### src/rtl/divu_pkg.sv
// Shared types and constants for the iterative unsigned divider.
package divu_pkg;

    typedef enum logic [1:0] {
        IDLE = 2'd0,
        BUSY = 2'd1,
        DONE = 2'd2
    } state_t;

    localparam int DEFAULT_WIDTH = 32;

endpackage

### src/rtl/divu_step.sv
// One combinational restoring-division step: shift in a dividend bit,
// trial-subtract the divisor, keep the difference only if it did not borrow.
module divu_step
    import divu_pkg::*;
#(
    parameter int WIDTH = DEFAULT_WIDTH
) (
    input  logic [WIDTH-1:0] rem_in,
    input  logic             dividend_msb,
    input  logic [WIDTH-1:0] divisor,
    output logic [WIDTH-1:0] rem_out,
    output logic             q_bit
);

    logic [WIDTH-1:0] shifted_low;
    logic [WIDTH:0]   low_sum;
    logic             carry;

    // The shifted remainder is WIDTH+1 bits wide. Its top bit meets the
    // divisor's zero extension (inverted to 1), so the carry out of the
    // WIDTH+1-bit add rem' + ~divisor + 1 is the top bit OR the low carry.
    always_comb begin
        shifted_low = {rem_in[WIDTH-2:0], dividend_msb};
        low_sum     = {1'b0, shifted_low} + {1'b0, ~divisor} + (WIDTH+1)'(1);
        carry       = rem_in[WIDTH-1] | low_sum[WIDTH];
        q_bit       = carry;
        rem_out     = carry ? low_sum[WIDTH-1:0] : shifted_low;
    end

endmodule

### src/rtl/divu_iter.sv
// Iterative restoring unsigned divider with valid/ready handshakes.
// Define DIVU_ITER_RADIX4_EN to retire two quotient bits per cycle.
module divu_iter
    import divu_pkg::*;
#(
    parameter int WIDTH = DEFAULT_WIDTH
) (
    input  logic             clk,
    input  logic             rst,
    input  logic             in_valid,
    output logic             in_ready,
    input  logic [WIDTH-1:0] i_dividend,
    input  logic [WIDTH-1:0] i_divisor,
    output logic             out_valid,
    input  logic             out_ready,
    output logic [WIDTH-1:0] o_quotient,
    output logic [WIDTH-1:0] o_remainder
);

`ifdef DIVU_ITER_RADIX4_EN
    localparam int STEPS = 2;
`else
    localparam int STEPS = 1;
`endif

    localparam int             CW         = $clog2(WIDTH) + 1;
    localparam logic [CW-1:0]  LAST_COUNT = CW'(WIDTH - STEPS);
    localparam logic [CW-1:0]  COUNT_INC  = CW'(STEPS);

    generate
        if ((WIDTH < 4) || ((WIDTH % 2) != 0)) begin : g_bad_width
            $error("divu_iter: WIDTH must be even and at least 4");
        end
    endgenerate

    state_t           state;
    state_t           state_next;
    logic             accept;

    logic [WIDTH-1:0] dividend_q;
    logic [WIDTH-1:0] divisor_q;
    logic [WIDTH-1:0] quot_q;
    logic [WIDTH-1:0] rem_q;
    logic [CW-1:0]    count;

    logic [WIDTH-1:0] dividend_next;
    logic [WIDTH-1:0] quot_next;
    logic [WIDTH-1:0] rem_next;

    logic [WIDTH-1:0] rem0;
    logic             q0;

    divu_step #(.WIDTH(WIDTH)) u_step0 (
        .rem_in       (rem_q),
        .dividend_msb (dividend_q[WIDTH-1]),
        .divisor      (divisor_q),
        .rem_out      (rem0),
        .q_bit        (q0)
    );

`ifdef DIVU_ITER_RADIX4_EN
    logic [WIDTH-1:0] rem1;
    logic             q1;

    divu_step #(.WIDTH(WIDTH)) u_step1 (
        .rem_in       (rem0),
        .dividend_msb (dividend_q[WIDTH-2]),
        .divisor      (divisor_q),
        .rem_out      (rem1),
        .q_bit        (q1)
    );

    always_comb begin
        rem_next      = rem1;
        quot_next     = {quot_q[WIDTH-3:0], q0, q1};
        dividend_next = {dividend_q[WIDTH-3:0], 2'b00};
    end
`else
    always_comb begin
        rem_next      = rem0;
        quot_next     = {quot_q[WIDTH-2:0], q0};
        dividend_next = {dividend_q[WIDTH-2:0], 1'b0};
    end
`endif

    always_ff @(posedge clk or posedge rst) begin
        if (rst) begin
            state <= IDLE;
        end else begin
            state <= state_next;
        end
    end

    always_comb begin
        state_next = state;
        in_ready   = 1'b0;
        out_valid  = 1'b0;
        accept     = 1'b0;
        case (state)
            IDLE: begin
                in_ready = ~rst;
                if (in_valid) begin
                    accept     = 1'b1;
                    state_next = BUSY;
                end
            end
            BUSY: begin
                if (count == LAST_COUNT) begin
                    state_next = DONE;
                end
            end
            DONE: begin
                out_valid = 1'b1;
                if (out_ready) begin
                    state_next = IDLE;
                end
            end
            default: begin
                state_next = IDLE;
            end
        endcase
    end

    // Counter advances by the number of steps per cycle and stops at WIDTH,
    // which still fits in its $clog2(WIDTH)+1 bits.
    always_ff @(posedge clk or posedge rst) begin
        if (rst) begin
            dividend_q <= '0;
            divisor_q  <= '0;
            quot_q     <= '0;
            rem_q      <= '0;
            count      <= '0;
        end else if (accept) begin
            dividend_q <= i_dividend;
            divisor_q  <= i_divisor;
            quot_q     <= '0;
            rem_q      <= '0;
            count      <= '0;
        end else if (state == BUSY) begin
            dividend_q <= dividend_next;
            quot_q     <= quot_next;
            rem_q      <= rem_next;
            count      <= count + COUNT_INC;
        end
    end

    assign o_quotient  = quot_q;
    assign o_remainder = rem_q;

endmodule

### config.mk
export PLATFORM = sky130hd
export DESIGN_NAME = divu_iter
export DESIGN_NICKNAME = d
export VERILOG_FILES = /design/src/rtl/divu_pkg.sv /design/src/rtl/divu_step.sv /design/src/rtl/divu_iter.sv
export SDC_FILE = /design/constraint.sdc
export NUM_CORES = 1
export LEC_CHECK = 0
export BUFFER_PORTS_ARGS = -buffer_cell sky130_fd_sc_hd__buf_2
export CAP_MARGIN = 25
export CORE_MARGIN = 5
export CORE_UTILIZATION = 25
export CTS_BUF_LIST = sky130_fd_sc_hd__clkbuf_8
export DETAILED_ROUTE_END_ITERATION = 8
export PLACE_DENSITY_LB_ADDON = 0.15
export SLEW_MARGIN = 5
export SYNTH_ARGS = -nofsm -noshare
export SYNTH_HDL_FRONTEND = slang
export SYNTH_SLANG_ARGS = --single-unit
### constraint.sdc
create_clock -name clk -period 4.7 [get_ports clk]
set_input_delay 0.94 -clock clk [delete_from_list [all_inputs] [get_ports clk]]
set_output_delay 0.94 -clock clk [all_outputs]
set_load 0.02 [all_outputs]
==> results.cfg, run 1 <==
[outcome]
status = finished, final reports clean

[global_routing]
grt_max_degree = 90
grt_pass1_wl_um = 35100
grt_pass1_vias = 6388
grt_use_total_pct = 13.0
overflow = 0
antenna_found_initial = 1

[floorplanning]
core_um2 = 29400
fp.dieArea_um2 = 33100
start_util_pct = 25.1
die_x_um = 182
rows = 63
die_y_um = 182
ios = 134

[sta]
fin_tns_setup_ns = 0
max_slew.worst_pin.slew_ns = 0.831
relSlewSlack_pct = 44.6
final_hold_viol_count = 0
setup_viol = 0
rsz0062_at_grt = false
fin_skew_ns = 0.0122
period_minus_slack_ns = 3.02
timing.final.ws_setup_ns = 1.68
period_share_pct = 64.3
slew_violations = 0
timing.fmax_ghz = 0.331

[yosys]
ys_warn_count = 0
synth_seq_cells = 136
synth_edf_count = 0
syn_area_per_cell_um2 = 8.77
yosys_most_used_dff = dfrtp_1
yosysSeqAreaShare_pct = 46.1
syn-num-nets = 944
postSynthCellCount = 842
synthArstFlopShare_pct = 100
synth_cell_types = 55
syn_area_um2 = 7390

[routing]
vias_per_cell = 4.65
dr.pass1.iters = 4
num_vias = 6320
totalWireLength_um = 21600
postRouteAntennaNets = 0
wire_per_inst_um = 15.9
drt_iter0_markers = 345
drcViolationCount = 0

[setup_path]
startpoint_type = flop
criticalPathCategory = flop to flop
cp_data_arrival_time_ns = 3.35
cp.required_ns = 5.03
worstSetupEndpointType = flop
critPathMaxFanout = 8

[placed_design]
gp_congestion = 0.767
post-place-ws_ns = 1.65
hpwl_um = 15000
io_buffers = 133

[cts]
clock_sinks = 136
post_cts_buffers = 0
numCtsBuffers = 17
path_clk_slew_ns = 0.09
cts_htree_levels = 4
cts_resized = 0
root_buffer = clkbuf_8
clock_path_buffers = 2
holdBufCountCts = 0
clk_latency_ns = 0.45
cts_tree = built

[flow_run]
maxCapViolCount = 0

[cells_and_area]
drive_gt1_share_pct = 19.3
nNetsFinal = 1057
diodes = 0
layout_common_cells = 198 x nand2_1, 136 x dfrtp_1, 133 x buf_2
final_util_pct = 30.0
syn_to_final_growth_pct = 19.5
final_common_cell = nand2_1

[min_path]
hp-class = flop to flop
==> final timing paths <==
path	cells after the start	start	to	slack, ns
worst min register to register	2	dividend_q[2]	dividend_q[2]	0.48
worst min-delay path	2	dividend_q[2]	dividend_q[2]	0.48
worst max register to register	13	dividend_q[31]	o_remainder[1]	1.68
min in group asynchronous	2	rst	dividend_q[9]	0.63
worst max-delay path	13	dividend_q[31]	o_remainder[1]	1.68
max in group asynchronous	3	rst	o_quotient[25]	3.09
==> metrics by stage <==
| stage | instances | hold WS, ns | cell area, um2 |
|---|---|---|---|
| 2_1_floorplan | 842 | 0.446 | 7390 |
| 3_3_place_gp | 1324 | 0.459 | 8390 |
| 3_5_place_dp | 1325 | 0.463 | 8410 |
| 4_1_cts | 1357 | 0.485 | 8810 |
| 5_1_grt | 1358 | 0.509 | 8830 |
| 6_report | 1358 | 0.482 | 8830 |
==> metal layers <==
| metal | GRT usage [%] | up-vias | wire (um) | share of wire (%) |
|---|---|---|---|---|
| met3 | 3.55 | 14 | 1140 | 5.3 |
| met2 | 21.3 | 131 | 10300 | 48 |
| met4 | 2.52 | 2 | 126 | 0.58 |
| met5 | 0 | - | 11 | 0.051 |
| li1 | - | 3139 | - | - |
| met1 | 17.3 | 3034 | 10000 | 46 |
==> critical path, cell delays in order, from the launching register on <==
cell	delay [ns]
dfrtp_1	0.38
inv_1	0.07
ha_1	0.15
inv_1	0.05
fa_1	0.41
a21oi_2	0.18
nor2_1	0.07
o31a_1	0.33
a21bo_1	0.25
a21oi_4	0.24
o21ai_4	0.12
nand2_1	0.27
mux2i_1	0.29
o21ai_0	0.10
==> cell type report <==
class	instances	area, um2
fill	3182	20600
multi-input combinational	619	3640
sequential	136	3400
timing repair buffer	141	746
tap	390	488
clock buffer	18	248
inverter	40	155
clock inverter	14	153
==> cells in the mapped netlist (12+ instances only) <==
| master | instances | area, um2 |
|---|---|---|
| a21o_1 | 12 | 90.1 |
| a21oi_1 | 35 | 175 |
| a22oi_1 | 30 | 225 |
| clkbuf_1 | 34 | 128 |
| dfrtp_1 | 136 | 3400 |
| ha_1 | 33 | 413 |
| inv_1 | 40 | 150 |
| mux2i_1 | 23 | 230 |
| nand2_1 | 198 | 743 |
| nand3_1 | 31 | 155 |
| nor2_1 | 27 | 101 |
| o21ai_0 | 93 | 465 |
| o21ai_1 | 22 | 110 |
| xnor2_1 | 14 | 123 |
| xor2_1 | 13 | 114 |
==> sequential cells by signal, indices dropped and copies added, names as in the netlist <==
name         flops
dividend_q      32
state            2
count            6
o_remainder     32
divisor_q       32
o_quotient      32
==> kinds of logic (layout without fill, tap and decap cells) <==
kind of cell / Yosys count / count (layout) / synth area share (%)
buf+inv: 87 / 213 / 5.03
fa+ha+maj: 34 / 34 / 5.86
flops: 136 / 136 / 46.1
compound gates: 235 / 235 / 19.4
mux: 23 / 23 / 3.12
simple gates: 300 / 300 / 17.3
xor+xnor: 27 / 27 / 3.20
Power of run 1 is not shown: default switching activity piles up to over one toggle a cycle in this logic, so the estimate is an artifact.
==> run 2: changes to the inputs <==
Clock period 4.7 ns to 3.12 ns, I/O delays scaled along.
==> run 2 against run 1 <==
Sequential share of layout area decreased by 0.30 points. Register-to-register slack got worse by 1.4 ns. Critical path depth increased by 1. Non-clock buffer count increased by 8. Flip-flop and latch count unchanged. Cell count increased by 0.74%. Worst setup slack got worse by 1.4 ns. Wire length increased by 0.78%. Critical path type unchanged. Critical endpoint is now o_remainder[30]. Largest cell class unchanged. Highest routed layer unchanged.
==> results.cfg, run 2 (same netlist as run 1, synthesis figures left out) <==
[sta]
relSlewSlack_pct = 44.8
max_slew.worst_pin.slew_ns = 0.827
period_minus_slack_ns = 2.86
whs_ns = 0.296
fin_skew_ns = 0.0184
slew_violations = 0
rsz0062_at_grt = false
setup_viol = 0
final_hold_viol_count = 0
fin_tns_setup_ns = 0
timing.fmax_ghz = 0.350
period_share_pct = 91.7

[global_routing]
grt_max_degree = 78
grt_pass1_vias = 6665
overflow = 0
antenna_found_initial = 2
grt_use_total_pct = 13.0
grt_pass1_wl_um = 35300

[routing]
totalWireLength_um = 21700
postRouteAntennaNets = 0
vias_per_cell = 4.60
dr.pass1.iters = 4
num_vias = 6292
drcViolationCount = 0
wire_per_inst_um = 15.9
drt_iter0_markers = 316

[flow_run]
maxCapViolCount = 0

[setup_path]
critPathMaxFanout = 4
cp.required_ns = 3.43
criticalPathCategory = flop to flop
cp_data_arrival_time_ns = 3.17
ff2ff_path_depth = 14
worstSetupEndpointType = flop
startpoint_type = flop

[cts]
path_clk_slew_ns = 0.09
holdBufCountCts = 0
cts_tree = built
clock_path_buffers = 2
clock_sinks = 136
root_buffer = clkbuf_8
numCtsBuffers = 17
clk_latency_ns = 0.46
cts_htree_levels = 4
post_cts_buffers = 0

[floorplanning]
start_util_pct = 25.1
die_y_um = 182
fp.dieArea_um2 = 33100
ios = 134
die_x_um = 182
rows = 63
core_um2 = 29400

[outcome]
status = finished, final reports clean

[cells_and_area]
layout_common_cells = 198 x nand2_1, 136 x dfrtp_1, 133 x buf_2
nNetsFinal = 1067
final_util_pct = 30.3
syn_to_final_growth_pct = 20.5
multiInputGateArea_um2 = 3660
diodes = 0
fillers = 3169
final_common_cell = nand2_1
drive_gt1_share_pct = 20.3
register_area_um2 = 3400

[placed_design]
hpwl_um = 14800
io_buffers = 133
gp_congestion = 0.795

[min_path]
hp-class = input port to async pin
[run 2: worst paths after layout]
check	startpoint	end	slack [ns]
min in group clk	i_divisor[0]	divisor_q[0]	0.37
max in group asynchronous	rst	o_remainder[14]	2.08
hold reg to reg	dividend_q[3]	dividend_q[3]	0.48
setup reg to reg	dividend_q[31]	o_remainder[30]	0.26
hold / removal	rst	state[1]	0.30
setup / recovery	dividend_q[31]	o_remainder[30]	0.26
[run 2: routing by layer]
| metal | vias up | track usage (%) | share of wire, % |
|---|---|---|---|
| met5 | - | 0 | 0.12 |
| met3 | 13 | 4.37 | 5.8 |
| met4 | 4 | 2.37 | 0.62 |
| met1 | 2998 | 16.7 | 46 |
| li1 | 3149 | - | - |
| met2 | 128 | 21.5 | 47 |
[run 2: area by class of cell]
class	count	share of cell area [%]
Multi-Input combinational cell	621	41.2
Tap cell	390	5.48
Clock inverter	15	1.49
Timing Repair Buffer	149	9.25
Inverter	40	1.73
Sequential cell	136	38.2
Clock buffer	17	2.63
[run 2: what timing repair did]
item,in CTS,in global routing
resized for setup,0,5
endpoints found under the hold margin,0,0
endpoints found under the setup margin,0,30
[run 2: metrics by stage]
step           area [um2]  std cells  setup slack, ns
2_1_floorplan        7390        842            0.336
3_3_place_gp         8510       1334            0.159
3_5_place_dp         8510       1334            0.124
4_1_cts              8870       1366           0.0917
5_1_grt              8900       1368           0.0415
6_report             8900       1368            0.260
[run 2: worst max-delay path: stages, from the launching register on]
cell and delay [ns]:
dfrtp_1 0.38, inv_1 0.08, ha_1 0.15, inv_1 0.06
fa_2 0.37, a21oi_2 0.18, nor2_1 0.07, o31a_1 0.33
a21bo_2 0.26, a21oi_4 0.18, buf_4 0.17, o211ai_1 0.10
o211ai_1 0.13, xor2_1 0.17, o211ai_1 0.10
Power of run 2 is left out for the same reason.
==> run 3: changes to the inputs <==
Settings changed: CTS_BUF_LIST sky130_fd_sc_hd__clkbuf_8 to default, SLEW_MARGIN 5 to default.
==> run 3 against run 2 <==
Clock skew up 0.0010 ns. Wire length down 0.16%. Largest cell class unchanged. Highest routed layer unchanged. Die area unchanged.
==> results.cfg, run 3 (same netlist as run 1, synthesis figures left out) <==
[outcome]
status = finished, final reports clean

[sta]
period_minus_slack_ns = 2.94
fin_skew_ns = 0.0194
period_share_pct = 94.2
relSlewSlack_pct = 44.5
timing.fmax_ghz = 0.340
rsz0062_at_grt = true
timing.final.ws_setup_ns = 0.180
final_hold_viol_count = 0
slew_violations = 0
setup_viol = 0
max_slew.worst_pin.slew_ns = 0.833

[setup_path]
crit_chain = inv_1 > ha_1 > inv_1 > fa_1 > a21oi_2 > nor2_1 > o31a_1 > a21bo_1 > a21oi_4 > buf_4 > o211ai_1 > o211ai_1 > xor2_1 > o211ai_1
cp_top_family = compound AO/OA/AOI/OAI gates
startpoint_type = flop
cp.required_ns = 3.41
ff2ff_path_depth = 14
critPathMaxFanout = 4
cp_data_arrival_time_ns = 3.23
crit_buf_inv = 3
crit_top_cell = o211ai_1
worstSetupEndpointType = flop
cpMaxStageDelayCell = fa_1
criticalPathCategory = flop to flop
cp.depth = 14
cpPeakStageDelay_ns = 0.43

[cts]
path_clk_slew_ns = 0.07
cts_tree = built
holdBufCountCts = 0
clock_path_buffers = 2
clock_sinks = 136
root_buffer = clkbuf_16
post_cts_buffers = 0
numCtsBuffers = 17
cts_htree_levels = 4
clk_latency_ns = 0.43

[placed_design]
gp_congestion = 0.795
io_buffers = 133
post-place-ws_ns = 0.124
hpwl_um = 14800

[routing]
drt_iter0_markers = 342
wire_per_inst_um = 15.9
postRouteAntennaNets = 0
totalWireLength_um = 21700
vias_per_cell = 4.62
dr.pass1.iters = 5
num_vias = 6318
drcViolationCount = 0

[global_routing]
grt_pass1_wl_um = 35300
grt_use_total_pct = 13.0
grt_pass1_vias = 6649
overflow = 0
antenna_found_initial = 2
grt_max_degree = 78

[cells_and_area]
diodes = 0
fillers = 3148
final_common_cell = nand2_1
syn_to_final_growth_pct = 23.0
nNetsFinal = 1067
layout_common_cells = 198 x nand2_1, 136 x dfrtp_1, 133 x buf_2
drive_gt1_share_pct = 20.1

[floorplanning]
die_y_um = 182
ios = 134
start_util_pct = 25.1
core_um2 = 29400
die_x_um = 182
fp.dieArea_um2 = 33100
rows = 63

[flow_run]
maxCapViolCount = 0

[min_path]
hp-class = input port to async pin
## run 3: cell types whose count changed in the layout (fill, tap and decap cells not counted), sizes merged
| cell | before | now |
|---|---|---|
| clkbuf | 17 | 18 |
| inv | 49 | 48 |
## run 3: worst paths after layout
check	slack, ns	startpoint	end
worst max-delay path	0.18	dividend_q[31]	o_remainder[30]
worst min-delay path	0.31	rst	state[1]
worst max register to register	0.18	dividend_q[31]	o_remainder[30]
worst min register to register	0.47	dividend_q[1]	dividend_q[1]
max in group asynchronous	2.04	rst	o_remainder[14]
min in group clk	0.39	i_divisor[0]	divisor_q[0]
## run 3: layer usage
metal | up-vias | global-route usage, % | part of all wire [%]
li1 | 3155 | - | -
met1 | 3015 | 16.8 | 46
met2 | 127 | 21.5 | 47
met3 | 17 | 4.05 | 5.7
met4 | 4 | 2.76 | 0.75
met5 | - | 0 | 0.14
## run 3: what timing repair did
item,CTS,global route
resized for setup,0,3
setup endpoints to repair,0,30
hold endpoints to repair,0,0
## run 3: cell type report
| type | count | area [um2] | share of cell area (%) |
|---|---|---|---|
| clock buffer | 18 | 429 | 4.72 |
| clock inverter | 14 | 129 | 1.42 |
| inverter | 40 | 154 | 1.69 |
| multi-input combinational | 621 | 3660 | 40.3 |
| sequential | 136 | 3400 | 37.4 |
| tap | 390 | 488 | 5.37 |
| timing repair buffer | 149 | 823 | 9.06 |
## run 3: tightest hold or removal path, stage by stage
cell,delay [ns]
buf_2,0.12
clkinvlp_4,0.08
buf_12,0.34
## run 3: metrics by stage
stage | setup TNS [ns] | instances | cell area, um2 | utilization [%] | hold slack (ns)
floorplan | 0 | 842 | 7390 | - | 0.446
global placement | 0 | 1334 | 8510 | 28.9 | 0.459
detailed placement | 0 | 1334 | 8510 | 28.9 | 0.462
CTS | 0 | 1366 | 9060 | 30.8 | 0.339
global route | -0.0244 | 1368 | 9090 | 30.9 | 0.378
finish | 0 | 1368 | 9090 | 30.9 | 0.315
Power of run 3 is left out for the same reason.
